### config.mk
export PLATFORM = sky130hd
export DESIGN_NAME = inverse_kinematics_omni
export DESIGN_NICKNAME = d
export VERILOG_FILES = /design/src/rtl/inverse_kinematics_omni.sv
export SDC_FILE = /design/constraint.sdc
export NUM_CORES = 2
export LEC_CHECK = 0
export BUFFER_PORTS_ARGS = -buffer_cell sky130_fd_sc_hd__buf_2
export CAP_MARGIN = 15
export CORE_MARGIN = 10
export CORE_UTILIZATION = 52
export CTS_BUF_LIST = sky130_fd_sc_hd__clkbuf_8 sky130_fd_sc_hd__clkbuf_16
export CTS_CLUSTER_SIZE = 40
export DETAILED_ROUTE_END_ITERATION = 8
export GPL_ROUTABILITY_DRIVEN = 0
export PLACE_DENSITY = 0.66
export SLEW_MARGIN = 20
export SYNTH_ARGS = -nofsm -noshare
export SYNTH_HDL_FRONTEND = slang
export SYNTH_SLANG_ARGS = --single-unit
### constraint.sdc
create_clock -name clk -period 27 [get_ports clk]
set_input_delay 1.35 -clock clk [delete_from_list [all_inputs] [get_ports clk]]
set_output_delay 1.35 -clock clk [all_outputs]
set_load 0.005 [all_outputs]
### src/rtl/inverse_kinematics_omni.sv
// Inverse kinematics for a three-wheel omni base: body velocity (Vx, Vy, omega)
// to wheel rates v1..v3, using one shared multiplier and one serial divider.
// Optional feature: define IK_SATURATE_EN to clamp out-of-range wheel rates and
// report them on ovf. Without it, results wrap to 16 bits and ovf stays 0.
module inverse_kinematics_omni #(
  parameter int unsigned K_SQRT3_2 = 28378
) (
  input  logic               clk,
  input  logic               rst,
  input  logic               start,
  input  logic signed [15:0] Vx,
  input  logic signed [15:0] Vy,
  input  logic signed [15:0] omega,
  input  logic        [15:0] r,
  input  logic        [15:0] R,
  output logic signed [15:0] v1,
  output logic signed [15:0] v2,
  output logic signed [15:0] v3,
  output logic               done,
  output logic               busy,
  output logic               div_zero,
  output logic               ovf
);

  localparam logic [15:0] KQ = K_SQRT3_2[15:0];

  typedef enum logic [2:0] {StIdle, StMulR, StMulS, StSum, StDiv, StDone} state_e;

  state_e state_q, state_d;

  logic signed [15:0] vx_q, vy_q, om_q, hy_q;
  logic        [15:0] rr_q, bigr_q;
  logic signed [31:0] rw_q;
  logic signed [16:0] sx_q;
  logic signed [33:0] u1_q, u2_q, u3_q;
  logic        [15:0] rem_q;
  logic        [33:0] q_q;
  logic        [5:0]  bit_q;
  logic        [1:0]  wheel_q;
  logic signed [15:0] res1_q, res2_q, res3_q;
  logic               ovf_acc_q;

  logic signed [16:0] mul_a, mul_b;
  logic signed [33:0] prod;
  logic signed [33:0] vy_e, rw_e, sx_e, hy_e;
  logic signed [33:0] u_sel;
  logic               neg;
  logic        [33:0] mag, dvd, q_nx, sq;
  logic        [15:0] rem_in, rem_nx;
  logic        [16:0] trial;
  logic               ge;
  logic signed [15:0] res_val;
  logic               res_ovf;

  // Next-state logic for the job sequencer
  always_comb begin
    state_d = state_q;
    unique case (state_q)
      StIdle: if (start) state_d = StMulR;
      StMulR: state_d = StMulS;
      StMulS: state_d = StSum;
      StSum:  state_d = StDiv;
      StDiv:  if (bit_q == 6'd33 && wheel_q == 2'd2) state_d = StDone;
      StDone: state_d = StIdle;
      default: state_d = StIdle;
    endcase
  end

  // State register
  always_ff @(posedge clk or posedge rst) begin
    if (rst) state_q <= StIdle;
    else     state_q <= state_d;
  end

  // Shared multiplier plus sign extension of the summands
  always_comb begin
    mul_a = (state_q == StMulS) ? signed'({1'b0, KQ}) : signed'({1'b0, bigr_q});
    mul_b = (state_q == StMulS) ? {vx_q[15], vx_q} : {om_q[15], om_q};
    prod  = mul_a * mul_b;
    vy_e  = {{18{vy_q[15]}}, vy_q};
    rw_e  = {{2{rw_q[31]}}, rw_q};
    sx_e  = {{17{sx_q[16]}}, sx_q};
    hy_e  = {{18{hy_q[15]}}, hy_q};
  end

  // One restoring-divider step on |u| of the current wheel, plus result shaping
  always_comb begin
    unique case (wheel_q)
      2'd0:    u_sel = u1_q;
      2'd1:    u_sel = u2_q;
      default: u_sel = u3_q;
    endcase
    neg    = u_sel[33];
    mag    = neg ? 34'(-u_sel) : 34'(u_sel);
    dvd    = (bit_q == 6'd0) ? mag : q_q;
    rem_in = (bit_q == 6'd0) ? 16'd0 : rem_q;
    trial  = {rem_in, dvd[33]};
    ge     = trial >= {1'b0, rr_q};
    rem_nx = ge ? 16'(trial - {1'b0, rr_q}) : trial[15:0];
    q_nx   = {dvd[32:0], ge};
    sq     = neg ? -q_nx : q_nx;
    res_ovf = 1'b0;
    res_val = sq[15:0];
`ifdef IK_SATURATE_EN
    if (!neg && q_nx > 34'd32767) begin
      res_val = 16'sh7fff;
      res_ovf = 1'b1;
    end else if (neg && q_nx > 34'd32768) begin
      res_val = 16'sh8000;
      res_ovf = 1'b1;
    end
`endif
    // Zero radius: report only the direction, at full scale
    if (rr_q == 16'd0) begin
      res_ovf = 1'b0;
      if (u_sel == 34'sd0) res_val = 16'sd0;
      else if (neg)        res_val = 16'sh8000;
      else                 res_val = 16'sh7fff;
    end
  end

  // Datapath and output registers
  always_ff @(posedge clk or posedge rst) begin
    if (rst) begin
      vx_q <= '0; vy_q <= '0; om_q <= '0; rr_q <= '0; bigr_q <= '0;
      rw_q <= '0; sx_q <= '0; hy_q <= '0;
      u1_q <= '0; u2_q <= '0; u3_q <= '0;
      rem_q <= '0; q_q <= '0; bit_q <= '0; wheel_q <= '0;
      res1_q <= '0; res2_q <= '0; res3_q <= '0; ovf_acc_q <= 1'b0;
      v1 <= '0; v2 <= '0; v3 <= '0;
      done <= 1'b0; busy <= 1'b0; div_zero <= 1'b0; ovf <= 1'b0;
    end else begin
      unique case (state_q)
        StIdle: begin
          done      <= 1'b0;
          busy      <= start;
          bit_q     <= '0;
          wheel_q   <= '0;
          ovf_acc_q <= 1'b0;
          if (start) begin
            vx_q <= Vx; vy_q <= Vy; om_q <= omega; rr_q <= r; bigr_q <= R;
          end
        end
        StMulR: rw_q <= prod[31:0];
        StMulS: begin
          sx_q <= prod[31:15];
          hy_q <= vy_q >>> 1;
        end
        StSum: begin
          u1_q <= vy_e + rw_e;
          u2_q <= -sx_e - hy_e + rw_e;
          u3_q <= sx_e - hy_e + rw_e;
        end
        StDiv: begin
          rem_q <= rem_nx;
          q_q   <= q_nx;
          if (bit_q == 6'd33) begin
            bit_q     <= '0;
            wheel_q   <= wheel_q + 2'd1;
            ovf_acc_q <= ovf_acc_q | res_ovf;
            unique case (wheel_q)
              2'd0:    res1_q <= res_val;
              2'd1:    res2_q <= res_val;
              default: res3_q <= res_val;
            endcase
          end else begin
            bit_q <= bit_q + 6'd1;
          end
        end
        StDone: begin
          v1       <= res1_q;
          v2       <= res2_q;
          v3       <= res3_q;
          div_zero <= (rr_q == 16'd0);
          ovf      <= ovf_acc_q;
          done     <= 1'b1;
        end
        default: ;
      endcase
    end
  end

endmodule

==> flow_summary_export.csv <==
group,metric,value,unit
run_status,status,"completed",
grt,met1_usage,31.79,%
sta,rsz0062_at_grt,"no",
layout,most-common-layout-cells,"inv_1, nand2_1, dfrtp_1",
layout,antenna_cells,0,
floorplan,ioPinCount,135,
floorplan,coreArea,0.06435,sq mm
synth,syn-num-nets,4275,
run,cap_violations,0,
cts,cts.hold.buffers_added,0,
worst_setup_path,cpMostUsedCell,"fa_1",
cts,tritoncts,"built",
layout,final_common_cell,"inv_1",
sta,worst_clock_skew,0.05746,ns
sta,max_freq,117.4,MHz
worst_setup_path,required,27.46,ns
floorplan,die-area,0.07537,sq mm
synth,avgSynthCellArea,9.167,sq um
worst_setup_path,cp_top_family,"adder cells",
cts,post_cts_buffers,0,
grt,gr-max-usage-layer,"met2",
synth,synthArstFlopShare,100.0,%
grt,grt_antenna_before_repair,1,
synth,ys_warn_count,0,
placed_design,hpwlAfterDp,69.73,mm
grt,met3_usage,3.838,%
sta,tns,0,ns
grt,grt_pass1_wl,143.6,mm
cts,clk_pin_slew_worst_paths,0.06,ns
synth,synth_cells,3675,
layout,area_growth_syn_to_layout,8.988,%
floorplan,die_h,274.5,um
cts,cts_sinks,404,
drt,wire_per_inst,19.36,um
sta,period_needed,8.518,ns
worst_setup_path,path_buf_inv,5,
drt,drtIter0Drc,1612,
layout,nets,4346,
synth,synth_edf_count,0,
cts,post_cts_resized,0,
cts,clk_path_buf_depth,3,
drt,ant_nets,0,
sta,relSlewSlack,24.92,%
synth,yosys.area.top_type,"dfrtp_1",
cts,htreeDepth,2,
synth,synth_top_cells_by_area,"dfrtp_1, fa_1, ha_1, inv_1, nand2_1",
drt,drc,0,
synth,yosysUniqueCellTypes,81,
drt,vias,25650,
synth,ys_seq_area_share,30.01,%
sta,setup-violations-final,0,
worst_setup_path,slowest_stage,"buf_4",
placed_design,port-buffer-count,133,
drt,dr.pass1.iters,6,
grt,use_met2,39.49,%
worst_setup_path,startpoint_type,"register",
worst_setup_path,critPathKind,"register to register",
layout,drive_above_1_share,11.23,%
worst_setup_path,critPathArrivalTime,8.98,ns
grt,grt_overflow,0,
floorplan,start_util,52.36,%
cts,cts_buffers,47,
drt,drt-total-wl,89.81,mm
grt,track_usage,23.84,%
floorplan,die_x,274.5,um
synth,synth_flop_cell,"dfrtp_1",
hold_path,hp-class,"register to register",
cts,clock_latency,0.62,ns
floorplan,fp-row-count,93,
cts,cts_root_buffer,"clkbuf_16",
synth,synth-seq-cells,404,
worst_setup_path,critical_path.max_stage_delay,0.56,ns
grt,grt_pass1_vias,26010,
sta,timing.hold.ws,0.4714,ns
synth,synthesis.area,0.03369,sq mm
worst_setup_path,end_kind,"register",
synth,synth_top_area_share,30.01,%
sta,post-route-period-util,31.55,%
worst_setup_path,path_max_fanout,55,
sta,tightest_slew,1.095,ns
drt,vias_per_cell,5.530,
sta,maxSlewViolCount,0,
grt,grt_max_degree,148,
sta,hold_viol_final,0,
[logic make-up (layout without fill, tap and decap cells)]
group | after synthesis | count (layout) | share of synthesized area (%)
and+or+nand+nor | 1015 | 1015 | 13.63
AOI/OAI and AO/OA | 759 | 759 | 13.82
buffers and inverters | 640 | 749 | 7.246
adders and majority gates | 517 | 517 | 25.33
DFF | 404 | 404 | 30.01
muxes | 171 | 171 | 5.586
xor gates and xnor gates | 168 | 168 | 4.368
other | 1 | 1 | 0.01113
[through the flow]
| stage | util [%] | setup slack [ns] | instance area, sq um | std cells |
|---|---|---|---|---|
| after detailed placement | 54.60 | 18.66 | 35130 | 4552 |
| after global placement | 54.60 | 18.80 | 35130 | 4552 |
| after global routing | 57.06 | 17.95 | 36720 | 4639 |
| after floorplan | - | 14.41 | 33690 | 3675 |
| after CTS | 57.05 | 18.58 | 36710 | 4639 |
| final | 57.06 | 18.48 | 36720 | 4639 |
[path summary, 6_finish.rpt]
kind / slack [ns] / startpoint / to / cells past startpoint
setup / recovery: 18.48 / state_q[2] / sx_q[16] / 27
hold / removal: 0.47 / rem_q[7] / rem_q[7] / 1
setup reg to reg: 18.48 / state_q[2] / sx_q[16] / 27
hold reg to reg: 0.47 / rem_q[7] / rem_q[7] / 1
max in group asynchronous: 23.87 / rst / u1_q[15] / 4
min in group asynchronous: 0.93 / rst / v2[12] / 2
[cell usage after synthesis (20+ instances only)]
library cell and count:
inv_1 497, nand2_1 481, dfrtp_1 404, o21ai_0 280, fa_1 275, ha_1 242, nor2_1 216, a21oi_1 174
mux2_2 136, clkbuf_1 115, xnor2_1 91, and3_1 80, xor2_1 77, a21o_1 72, nand2b_1 41, nand3_1 40
and2_1 37, mux2i_1 35, a22o_1 32, o21ai_1 32, nor3_1 25, a31oi_1 23, o21bai_1 20, or2_2 20
[state kept, by name, summed over array words and instances, names as in the netlist, 17 cells and up]
name	cells
u1_q	33
q_q	34
sx_q	17
u2_q	34
rw_q	32
u3_q	33
[per-layer routing]
layer / vias up / wire length, um
met5: - / 0
met4: 0 / 2705
met3: 162 / 5222
met2: 643 / 42280
met1: 12560 / 39610
li1: 12290 / -
[final cells by class]
type                    count  area, sq um
multi-input cells        2631        21170
clock inverters            30        265.3
repair buffers            165        918.4
inverters                 497         1873
flip-flops and latches    404        10110
fillers                  5737        27630
clock buffers              57         1314
well taps                 855         1070
Power is not shown: default switching activity piles up to over one toggle a cycle in this logic, so the estimate is an artifact.
